## src/rtl/uio_tx_pkg.sv

```systemverilog
// Shared types and frame constants for the UIO UART transmitter.
// The PARITY state exists only when UIO_TX_PARITY_EN is defined.
package uio_tx_pkg;

  typedef enum logic [2:0] {
    IDLE   = 3'd0,
    START  = 3'd1,
    DATA   = 3'd2,
`ifdef UIO_TX_PARITY_EN
    PARITY = 3'd3,
`endif
    STOP   = 3'd4
  } tx_state_e;

  localparam logic       START_BIT    = 1'b0;
  localparam logic       STOP_BIT     = 1'b1;
  localparam int         DATA_BITS    = 8;
  localparam logic [2:0] LAST_BIT_IDX = 3'(DATA_BITS - 1);
  localparam logic [7:0] UIO_OE_ON    = 8'h03;
  localparam logic [7:0] UIO_OE_OFF   = 8'h00;

`ifdef UIO_TX_PARITY_EN
  // Even parity: the parity bit makes the total count of ones even.
  function automatic logic even_parity(input logic [DATA_BITS-1:0] d);
    return ^d;
  endfunction
`endif

endpackage

```

## src/rtl/uio_baud_gen.sv

```systemverilog
// Bit-period generator: one-cycle tick every CLKS_PER_BIT cycles while run is high.
module uio_baud_gen #(
  parameter int CLKS_PER_BIT = 87
) (
  input  logic clk,
  input  logic rst,
  input  logic run,
  output logic tick
);

  localparam int                CNT_W    = $clog2(CLKS_PER_BIT);
  localparam logic [CNT_W-1:0]  CNT_LAST = CNT_W'(CLKS_PER_BIT - 1);
  // The tick is registered, so it is raised one count early to land on the last count.
  localparam logic [CNT_W-1:0]  CNT_PRE  = CNT_W'(CLKS_PER_BIT - 2);

  logic [CNT_W-1:0] cnt_q, cnt_d;
  logic             tick_q, tick_d;

  // Next count and tick; counter held at zero while idle.
  always_comb begin
    cnt_d  = cnt_q;
    tick_d = 1'b0;
    if (!run) begin
      cnt_d  = {CNT_W{1'b0}};
      tick_d = 1'b0;
    end else if (cnt_q == CNT_LAST) begin
      cnt_d  = {CNT_W{1'b0}};
      tick_d = 1'b0;
    end else begin
      cnt_d  = cnt_q + CNT_W'(1);
      tick_d = (cnt_q == CNT_PRE);
    end
  end

  // Counter and tick registers.
  always_ff @(posedge clk) begin
    if (rst) begin
      cnt_q  <= {CNT_W{1'b0}};
      tick_q <= 1'b0;
    end else begin
      cnt_q  <= cnt_d;
      tick_q <= tick_d;
    end
  end

  assign tick = tick_q;

endmodule

```

## src/rtl/uio_uart_tx.sv

```systemverilog
// 8N1 UART transmitter driving a two-pin UIO bus (bit0 = line, bit1 = busy).
// Define UIO_TX_PARITY_EN for an 8E1 frame with an even-parity bit.
module uio_uart_tx
  import uio_tx_pkg::*;
#(
  parameter int CLKS_PER_BIT = 87
) (
  input  logic       clk,
  input  logic       rst,
  input  logic [7:0] tx_data,
  input  logic       tx_valid,
  output logic       tx_ready,
  output logic [7:0] uio_out,
  output logic [7:0] uio_oe
);

  tx_state_e  state_q, state_d;
  logic [7:0] data_q, data_d;
  logic [2:0] bit_idx_q, bit_idx_d;
  logic       line_q, line_d;
  logic       busy_q, busy_d;
  logic       ready_q, ready_d;
  logic [7:0] oe_q;
  logic       tick;
  logic       run_s;
  logic       accept_s;

  assign run_s    = (state_q != IDLE);
  assign tx_ready = ready_q & ~rst;
  assign accept_s = tx_valid & tx_ready;

  uio_baud_gen #(
    .CLKS_PER_BIT(CLKS_PER_BIT)
  ) u_baud (
    .clk (clk),
    .rst (rst),
    .run (run_s),
    .tick(tick)
  );

  // Frame sequencing: next state, latched byte and bit index.
  always_comb begin
    state_d   = state_q;
    data_d    = data_q;
    bit_idx_d = bit_idx_q;
    case (state_q)
      IDLE: begin
        if (accept_s) begin
          state_d   = START;
          data_d    = tx_data;
          bit_idx_d = 3'd0;
        end else begin
          state_d = IDLE;
        end
      end
      START: begin
        if (tick) begin
          state_d   = DATA;
          bit_idx_d = 3'd0;
        end else begin
          state_d = START;
        end
      end
      DATA: begin
        if (tick) begin
          if (bit_idx_q == LAST_BIT_IDX) begin
`ifdef UIO_TX_PARITY_EN
            state_d = PARITY;
`else
            state_d = STOP;
`endif
          end else begin
            bit_idx_d = bit_idx_q + 3'd1;
          end
        end else begin
          state_d = DATA;
        end
      end
`ifdef UIO_TX_PARITY_EN
      PARITY: begin
        if (tick) begin
          state_d = STOP;
        end else begin
          state_d = PARITY;
        end
      end
`endif
      STOP: begin
        if (tick) begin
          state_d = IDLE;
        end else begin
          state_d = STOP;
        end
      end
      default: state_d = IDLE;
    endcase
  end

  // Output decode from the next state so pins change together with the state register.
  always_comb begin
    line_d = STOP_BIT;
    case (state_d)
      IDLE:    line_d = STOP_BIT;
      START:   line_d = START_BIT;
      DATA:    line_d = data_d[bit_idx_d];
`ifdef UIO_TX_PARITY_EN
      PARITY:  line_d = even_parity(data_d);
`endif
      STOP:    line_d = STOP_BIT;
      default: line_d = STOP_BIT;
    endcase
    busy_d  = (state_d != IDLE);
    ready_d = (state_d == IDLE);
  end

  // State and pin registers; reset aborts any frame and idles the line high.
  always_ff @(posedge clk) begin
    if (rst) begin
      state_q   <= IDLE;
      data_q    <= 8'h00;
      bit_idx_q <= 3'd0;
      line_q    <= STOP_BIT;
      busy_q    <= 1'b0;
      ready_q   <= 1'b0;
      oe_q      <= UIO_OE_OFF;
    end else begin
      state_q   <= state_d;
      data_q    <= data_d;
      bit_idx_q <= bit_idx_d;
      line_q    <= line_d;
      busy_q    <= busy_d;
      ready_q   <= ready_d;
      oe_q      <= UIO_OE_ON;
    end
  end

  assign uio_out = {6'b000000, busy_q, line_q};
  assign uio_oe  = oe_q;

endmodule

```

## config.mk

```make
export PLATFORM = sky130hd
export DESIGN_NAME = uio_uart_tx
export DESIGN_NICKNAME = d
export VERILOG_FILES = /design/src/rtl/uio_tx_pkg.sv /design/src/rtl/uio_baud_gen.sv /design/src/rtl/uio_uart_tx.sv
export SDC_FILE = /design/constraint.sdc
export NUM_CORES = 1
export LEC_CHECK = 0
export CAP_MARGIN = 20
export CELL_PAD_IN_SITES_DETAIL_PLACEMENT = 2
export CELL_PAD_IN_SITES_GLOBAL_PLACEMENT = 2
export CORE_UTILIZATION = 32
export DETAILED_ROUTE_END_ITERATION = 12
export PLACE_DENSITY = 0.81
export SLEW_MARGIN = 20
export SYNTH_ARGS = -nofsm -noshare
export SYNTH_HDL_FRONTEND = slang
export SYNTH_SLANG_ARGS = --single-unit
```

## constraint.sdc

```tcl
create_clock -name clk -period 2.84 [get_ports clk]
set_clock_uncertainty 0.15 [all_clocks]
set_input_delay 0.426 -clock clk [delete_from_list [all_inputs] [get_ports clk]]
set_output_delay 0.426 -clock clk [all_outputs]
set_load 0.01 [all_outputs]
```

==> results summary, run 1 <==
The largest fanout on the critical path is 5. The number of cells in the finished layout apart from fillers is 219. Counting flops with a built-in enable in the synthesized netlist gives 0.

Summed over all layers, the global routing overflow is 0. The fraction of power consumed by sequential logic is 49.0%. Dividing the synthesized area by the synthesized cell count gives 8.758 um^2. The deepest clock path buffer count came out at 2.

The quantity of I/O buffers inserted on ports is 15. The mean routed wirelength per cell came out at 16.36 um. The share of the yosys chip area belonging to registers came out at 37.61%. The relative contribution of combinational cells to total power is 10.0%.

The setup fix buffers added after clock tree synthesis came out at 0. The area of all sequential standard cells is 520.5 um^2. The power after layout came out at 0.7742 mW. The insertion delay to the later sink of the worst-skew pair came out at 0.28 ns. The detailed-routing iteration count for the pre-antenna-repair pass is 2. Per report_power, the clock group accounts for 41.0% of the total. The clock period minus worst slack is 2.365 ns. The share of post-route cells with drive strength above 1 is 7.101%. The setup path with the least slack is of type in2reg. Entering global routing, the biggest net connects 16 pins. The area of all placed cells without fillers is 0.001577 mm^2.

Walking the worst path, the cells encountered are clkdlybuf4s50_1 -> nand3b_2 -> a21oi_1 -> nand2_1 -> a22oi_1 -> nand3_1 -> a41oi_2. Setup repair after global routing left no endpoint under its margin. The design internal power came out at 0.5990 mW. The global routing met2 resource utilization came out at 31.93%. The initial antenna violation count came out at 0. 0 antenna diodes ended up in the layout. The switching power summed over all nets came out at 0.1751 mW.

For this run, the leading register cell type out of synthesis is sky130_fd_sc_hd__dfxtp_1. The via count of the first global-routing pass is 1231. For this configuration, the core starts out at a cell density of 33.86%. Together, buffers and inverters on the worst path number 1. The layer with the highest usage is met2.

The area of the core region is 0.004086 mm^2. The required time of the critical path came out at 2.90 ns. The global-route wire length before repair is 5.809 mm. The slowest stage of the critical path belongs to the cell sky130_fd_sc_hd__clkdlybuf4s50_1. Setup violations remaining at the end of the flow were counted as 0.

The clock-pin slew on the worst setup and hold paths came out at 0.10 ns. In the routed design, unresolved DRC markers number 0. IR analysis of the VDD net gives a maximum drop of 176.7 uV. After clock tree synthesis, the flow added hold-fix buffers numbering 0. The global routing met1 resource utilization is 19.21%. The count of cells resized by post-cts repair is 0. The starting DRC count in detailed routing is 27. On the critical path the largest part of the delay comes from compound AO/OA/AOI/OAI gates. The timing-limited maximum frequency came out at 422.8 MHz.

The top-level port count is 28. The number of hold-slack violations in the final timing report came to 0. Across all hold checks on the routed design, the worst slack comes to 0.3408 ns. The cell area reported after detailed placement came out at 0.001505 mm^2. The post-route antenna net violation count is 0. Measured along the y axis, the die boundary spans 67.76 um.

The worst path arrival time came out at 2.43 ns. The area used by multi-input combinational logic came out at 738.2 um^2. The total clock sinks is 26. The routed wire length is 3.583 mm. For this run, global-route usage on met3 was measured as 3.209%. The routed layout has 1106 vias. In the final timing run, aggregate negative setup slack is 0 ns. The run finished with clean final reports. The maximum level of the CTS H-tree came out at 1.

The layout overhead on the synthesized area is 13.92%. In this run the static leakage power is 0.5890 nW. The weighted congestion at the end of routability-driven global placement came out at 0.7593. For this run, the post-layout net count is 185. The dominant cell by count in the synthesized netlist is sky130_fd_sc_hd__nor2_1.

The worst setup path is captured at a register. The initialized floorplan defines 23 standard-cell rows. The critical path launch point type is an input port. After synthesis, the cell types taking the most area are sky130_fd_sc_hd__dfxtp_1 38%, sky130_fd_sc_hd__buf_4 8.1%, sky130_fd_sc_hd__nor2_1 7.3%. The final critical path takes up 83.28% of the cycle. The post-synthesis instance area is 0.001384 mm^2.

The wire-length estimate of the detail-placed layout is 2.691 mm. Global routing consumed, over all layers together, 17.82% of the routing resources. The power density normalized to cell area is 491.1 mW/mm^2. The largest single stage delay on the critical path is 0.45 ns.

The fraction of power spent switching nets came out at 22.62%. CTS placed an instance of sky130_fd_sc_hd__clkbuf_8 at the clock tree root. Of all cell types, the one taking the most synthesized area is sky130_fd_sc_hd__dfxtp_1. After detailed routing, the number of vias per cell comes to 5.050. TritonCTS built the clock tree. The number of fillers in the final layout is 476.

The max capacitance violation total is 0. The worst setup slack for register-to-register paths is 0.51 ns. The number of clock buffers inserted by TritonCTS is 3. The number of pins exceeding their max-slew limit in the final report came out at 0. After synthesis, the largest area contributor takes up 37.61% of total cell area. The number of instances in the placed design came out at 215.

The total number of yosys warnings came out at 0. The width of the chip is 67.76 um. Sorting the synthesized cells by how often they occur yields 27 x sky130_fd_sc_hd__nor2_1, 26 x sky130_fd_sc_hd__dfxtp_1, 15 x sky130_fd_sc_hd__buf_4.

The count of state elements after synthesis is 26. The area of the die came out at 0.004591 mm^2. The tightest min-delay check is of the reg2reg type. Counting every instance in the synthesized netlist gives 158. The share of flip-flops with an asynchronous set or reset after synthesis came out at 0%. Synthesis instantiated 44 different standard cells from the library.
==> area by class of cell <==
cell class              instances  area share [%]
clock buffers                   3           2.619
clock inverters                 1           1.905
inverters                       3          0.7143
multi-input cells             118           46.83
flip-flops and latches         26           33.02
well taps                      50           3.968
repair buffers                 18           10.95
==> worst paths after layout <==
kind | startpoint | end | cells past startpoint
worst min-delay path | u_baud.cnt_q[0] | u_baud.cnt_q[0] | 1
worst max-delay path | rst | line_q | 7
worst max register to register | bit_idx_q[0] | line_q | 7
worst min register to register | u_baud.cnt_q[0] | u_baud.cnt_q[0] | 1
==> per-layer routing <==
layer / vias up / share of wire (%) / wire, um
met5: - / 0 / 0
met4: 0 / 3.2 / 113
met1: 532 / 42 / 1501
met3: 9 / 3.3 / 117
met2: 28 / 52 / 1851
li1: 537 / - / -
==> power by group through the flow <==
stage / clock network, mW / logic, mW / registers (mW)
floorplan: 0 / 0.0623 / 0.385
global placement: 0 / 0.0748 / 0.388
detailed placement: 0 / 0.0778 / 0.388
CTS: 0.324 / 0.0785 / 0.380
global route: 0.339 / 0.0864 / 0.381
finish: 0.317 / 0.0773 / 0.379
==> cells by family (layout without fill, tap and decap cells) <==
family                     count (synthesis)  after routing  synth area share, %
xor gates and xnor gates                   6              6                3.797
and+or+nand+nor                           64             64                24.05
other                                      1             12               0.2710
buffers and inverters                     25             25                12.02
DFF                                       26             26                37.61
AOI/OAI and AO/OA                         25             25                13.56
adders and majority gates                  4              4                3.617
muxes                                      7              7                5.063
==> layout by cell type (no fill, tap or decap), types with 2 or more instances in the layout <==
| master | Yosys | routed |
|---|---|---|
| sky130_fd_sc_hd__a2111oi_0 | 2 | 2 |
| sky130_fd_sc_hd__a211o_1 | 2 | 2 |
| sky130_fd_sc_hd__a21boi_0 | 2 | 2 |
| sky130_fd_sc_hd__a21oi_1 | 8 | 8 |
| sky130_fd_sc_hd__and2_1 | 3 | 3 |
| sky130_fd_sc_hd__buf_4 | 15 | 3 |
| sky130_fd_sc_hd__clkbuf_8 | 0 | 3 |
| sky130_fd_sc_hd__clkdlybuf4s50_1 | 0 | 15 |
| sky130_fd_sc_hd__conb_1 | 1 | 12 |
| sky130_fd_sc_hd__dfxtp_1 | 26 | 26 |
| sky130_fd_sc_hd__ha_1 | 4 | 4 |
| sky130_fd_sc_hd__inv_1 | 3 | 3 |
| sky130_fd_sc_hd__mux2i_1 | 7 | 7 |
| sky130_fd_sc_hd__nand2_1 | 9 | 9 |
| sky130_fd_sc_hd__nand3_1 | 7 | 7 |
| sky130_fd_sc_hd__nor2_1 | 27 | 27 |
| sky130_fd_sc_hd__nor2b_1 | 3 | 3 |
| sky130_fd_sc_hd__nor3_1 | 3 | 3 |
| sky130_fd_sc_hd__o22ai_1 | 2 | 2 |
| sky130_fd_sc_hd__xnor2_1 | 4 | 4 |
| sky130_fd_sc_hd__xor2_1 | 2 | 2 |
==> worst register-to-register path: stages (launching register included) <==
cell and delay, ns:
sky130_fd_sc_hd__dfxtp_1 0.39, sky130_fd_sc_hd__ha_1 0.28, sky130_fd_sc_hd__and2_1 0.21, sky130_fd_sc_hd__o22ai_1 0.40, sky130_fd_sc_hd__nand2_1 0.12, sky130_fd_sc_hd__a22oi_1 0.34, sky130_fd_sc_hd__nand3_1 0.15, sky130_fd_sc_hd__a41oi_2 0.22
==> stage by stage <==
| stage | utilization, % | setup slack [ns] |
|---|---|---|
| global route | 38.58 | 0.3313 |
| global placement | 36.83 | 0.3601 |
| finish | 38.58 | 0.4749 |
| floorplan | - | 0.9381 |
| detailed placement | 36.83 | 0.2330 |
| CTS | 38.58 | 0.4634 |
==> state kept, by name, summed over array words and instances (netlist names) <==
signal,count
data_q,8
bit_idx_q,3
line_q,1
busy_q,1
uio_oe,1
state_q,3
u_baud.cnt_q,7
ready_q,1
u_baud.tick,1
Note: power is estimated with default switching activity, not from simulation.
==> inputs of run 2 (changes only) <==
--- a/config.mk
+++ b/config.mk
@@ -8,9 +8,9 @@
 export CAP_MARGIN = 20
 export CELL_PAD_IN_SITES_DETAIL_PLACEMENT = 2
 export CELL_PAD_IN_SITES_GLOBAL_PLACEMENT = 2
-export CORE_UTILIZATION = 32
+export CORE_UTILIZATION = 30
 export DETAILED_ROUTE_END_ITERATION = 12
-export PLACE_DENSITY = 0.81
+export PLACE_DENSITY = 0.76
 export SLEW_MARGIN = 20
 export SYNTH_ARGS = -nofsm -noshare
 export SYNTH_HDL_FRONTEND = slang
==> constraint.sdc (replaced) <==
create_clock -name clk -period 2.4 [get_ports clk]
set_clock_uncertainty 0.15 [all_clocks]
set_input_delay 0.36 -clock clk [delete_from_list [all_inputs] [get_ports clk]]
set_output_delay 0.36 -clock clk [all_outputs]
set_load 0.01 [all_outputs]
==> run 2 against run 1 <==
  * Clock power decreased by 21%
  * Combinational power increased by 28%
  * Routed wire length decreased by 5.3%
  * Final area increased by 2.8%
  * Global-route usage decreased by 2.9 points
  * Sequential share of layout area decreased by 0.89 points
  * Utilization decreased by 1.6 points
  * Largest power group unchanged
==> results summary, run 2 (synthesis results as in run 1) <==
The antenna diode count came out at 0 (unchanged). The library cell used most frequently in the layout, excluding fill and tap cells, is sky130_fd_sc_hd__nor2_1. The post-route antenna net violation count is 0 (unchanged).

After global routing, the most crowded layer is met2. In this run the worst hold path is classified as reg2reg. The half-perimeter wire length after placement came out at 2.682 mm (-0.36%). The detailed-route via count came out at 1128 (+2.0%). The number of pins exceeding their max-slew limit in the final report came out at 0 (unchanged). The relative contribution of combinational cells to total power came to 12.4% (+2.4 points).

The global-route wire length before repair is 5.782 mm (-0.46%). The maximum resistive drop on vdd is 203.0 uV (+15%). The critical path launch point type is a register. The global routing met1 resource utilization came out at 18.51% (-0.70 points). The remaining design rule violation count came out at 0 (unchanged). The number of clock buffers inserted by TritonCTS came to 3 (unchanged).

The total clock sinks came out at 26 (unchanged). The top-level port count is 28 (unchanged). The width of the chip came out at 69.92 um (+3.2%). The insertion delay to the later sink of the worst-skew pair is 0.27 ns (about the same). The worst path arrival time came out at 2.19 ns (-0.24 ns). The initial standard-cell utilization of the core came to 31.56% (-2.3 points). Setup repair after global routing left no endpoint under its margin. The remaining max-slew budget at the tightest pin is 65.39%. The clock-pin slew on the worst setup and hold paths is 0.09 ns (about the same). The setup fix buffers added after clock tree synthesis came out at 0 (unchanged). In this run the clock root is driven by a sky130_fd_sc_hd__clkbuf_8. The switching power summed over all nets was 0.1938 mW (+11%).

The weighted congestion at the end of routability-driven global placement came to 0.8304 (+9.4%). The deepest clock path buffer count is 2 (unchanged). The die outline height came out at 69.92 um (+3.2%). The number of standard-cell rows in the floorplan came to 24 (+4.3%).

The design internal power was 0.6027 mW (+0.61%). The largest registers in the layout are data_q: 8 flops, u_baud.cnt_q: 7 flops. The area of all placed cells without fillers is 0.001620 mm^2 (+2.8%). The total track usage came to 14.92% (-2.9 points).

The number of flip-flops in the largest register is 8 (unchanged). The run finished with clean final reports. The initial antenna violation count is 0 (unchanged). The largest net degree at the start of global routing is 18 (+2). The fraction of power spent switching nets was 24.33% (+1.7 points). The power density normalized to cell area came out at 491.6 mW/mm^2 (+0.11%). The via density per instance is 4.969 (-1.6%). The count of cells resized by post-cts repair is 0 (unchanged).

The register containing the most flip-flops in the final layout is data_q. The via count of the first global-routing pass came out at 1248 (+1.4%). The hold buffer count at CTS is 0 (unchanged).

The mean routed wirelength per cell came out at 14.95 um (-8.6%). The share of post-route cells with drive strength above 1 came out at 10.86% (+3.8 points). The total number of nets in the final design came out at 192 (+3.8%). The area of the die is 0.004888 mm^2 (+6.5%). The area of the core region was 0.004384 mm^2 (+7.3%).

The fraction of power consumed by sequential logic is 56.3% (+7.3 points). The layout overhead on the synthesized area is 17.09%. The timing-limited maximum frequency came out at 452.4 MHz. The global routing met3 resource utilization is 2.165% (-1.0 points). The cell area reported after detailed placement is 0.001573 mm^2 (+4.5%).

The quantity of I/O buffers inserted on ports came out at 15 (unchanged). The largest fanout on the critical path is 12 (+7). The period utilization came out at 92.11%. The library cells used most frequently in the layout, excluding fill and tap cells, are 27 x sky130_fd_sc_hd__nor2_1, 26 x sky130_fd_sc_hd__dfxtp_1, 15 x sky130_fd_sc_hd__clkdlybuf4s50_1. The worst setup path is captured at a register. The clock period minus worst slack is 2.211 ns. TritonCTS built the clock tree. The worst slack on hold paths came out at 0.3374 ns (-0.003351 ns). The max capacitance violation total is 0 (unchanged). The detailed-routing iteration count for the pre-antenna-repair pass is 4 (+2). The maximum level of the CTS H-tree came out at 1 (unchanged). At the pin with the least slew margin, the transition time is 0.5160 ns. The routed wire length is 3.393 mm (-5.3%). The static leakage power is 0.6147 nW (+4.4%). The clock share of power is 31.3% (-9.7 points). The count of endpoints failing setup in the final report was 0 (unchanged).

The global-route congestion overflow total came out at 0 (unchanged). The setup path with the least slack is of type reg2reg. The number of hold-slack violations in the final timing report is 0 (unchanged).

The global routing met2 resource utilization is 26.82% (-5.1 points). The required time of the critical path is 2.38 ns (-0.52 ns). The starting DRC count in detailed routing came out at 59 (+120%). The worst setup slack for register-to-register paths came to 0.19 ns (-0.32 ns).
[run 2: changes by cell type in the layout (fill, tap and decap cells not counted)]
cell,previous run,this run
sky130_fd_sc_hd__o22ai_1,2,1
sky130_fd_sc_hd__bufinv_16,1,0
sky130_fd_sc_hd__buf_4,3,9
sky130_fd_sc_hd__o22ai_2,0,1
sky130_fd_sc_hd__buf_12,0,1
[run 2: path summary, 6_finish.rpt]
| kind | cells after the start | endpoint | startpoint |
|---|---|---|---|
| min | 1 | u_baud.cnt_q[0] | u_baud.cnt_q[0] |
| max | 6 | line_q | state_q[0] |
| min reg2reg | 1 | u_baud.cnt_q[0] | u_baud.cnt_q[0] |
| max reg2reg | 6 | line_q | state_q[0] |
[run 2: cell type report]
class / count / area, um^2
Tap cell: 52 / 65.06
Multi-Input combinational cell: 118 / 744.5
Clock buffer: 3 / 41.29
Inverter: 3 / 11.26
Fill cell: 500 / 2764
Sequential cell: 26 / 520.5
Timing Repair Buffer: 25 / 237.7
[run 2: power by group through the flow]
stage          Clock, mW  Sequential [mW]  Combinational (mW)
2_1_floorplan          0            0.456              0.0737
3_3_place_gp           0            0.459              0.0950
3_5_place_dp           0            0.459              0.0990
4_1_cts            0.256            0.449              0.0995
5_1_grt            0.273            0.451               0.108
6_report           0.249            0.449              0.0987
[run 2: critical path, stage by stage, from the launching register on]
cell                        delay (ns)
sky130_fd_sc_hd__dfxtp_1          0.57
sky130_fd_sc_hd__and4bb_1         0.31
sky130_fd_sc_hd__and2_1           0.20
sky130_fd_sc_hd__a2111oi_0        0.44
sky130_fd_sc_hd__a211o_1          0.17
sky130_fd_sc_hd__a21o_1           0.13
sky130_fd_sc_hd__a41oi_2          0.10
[run 2: routing by layer]
| metal | up-vias | share of wire (%) |
|---|---|---|
| met2 | 16 | 52 |
| li1 | 549 | - |
| met4 | 0 | 0.65 |
| met3 | 2 | 2.2 |
| met5 | - | 0 |
| met1 | 561 | 45 |
[run 2: per-stage QoR]
stage               util [%]  setup TNS (ns)  setup slack [ns]  power (mW)  std cells
global route           36.96               0           0.06542      0.8319        227
finish                 36.96               0            0.1893      0.7965        227
global placement       35.87               0           0.03670      0.5536        224
CTS                    36.82               0            0.1243      0.8041        227
floorplan                  -               0            0.4981      0.5293        169
detailed placement     35.87        -0.08714          -0.08714      0.5580        224
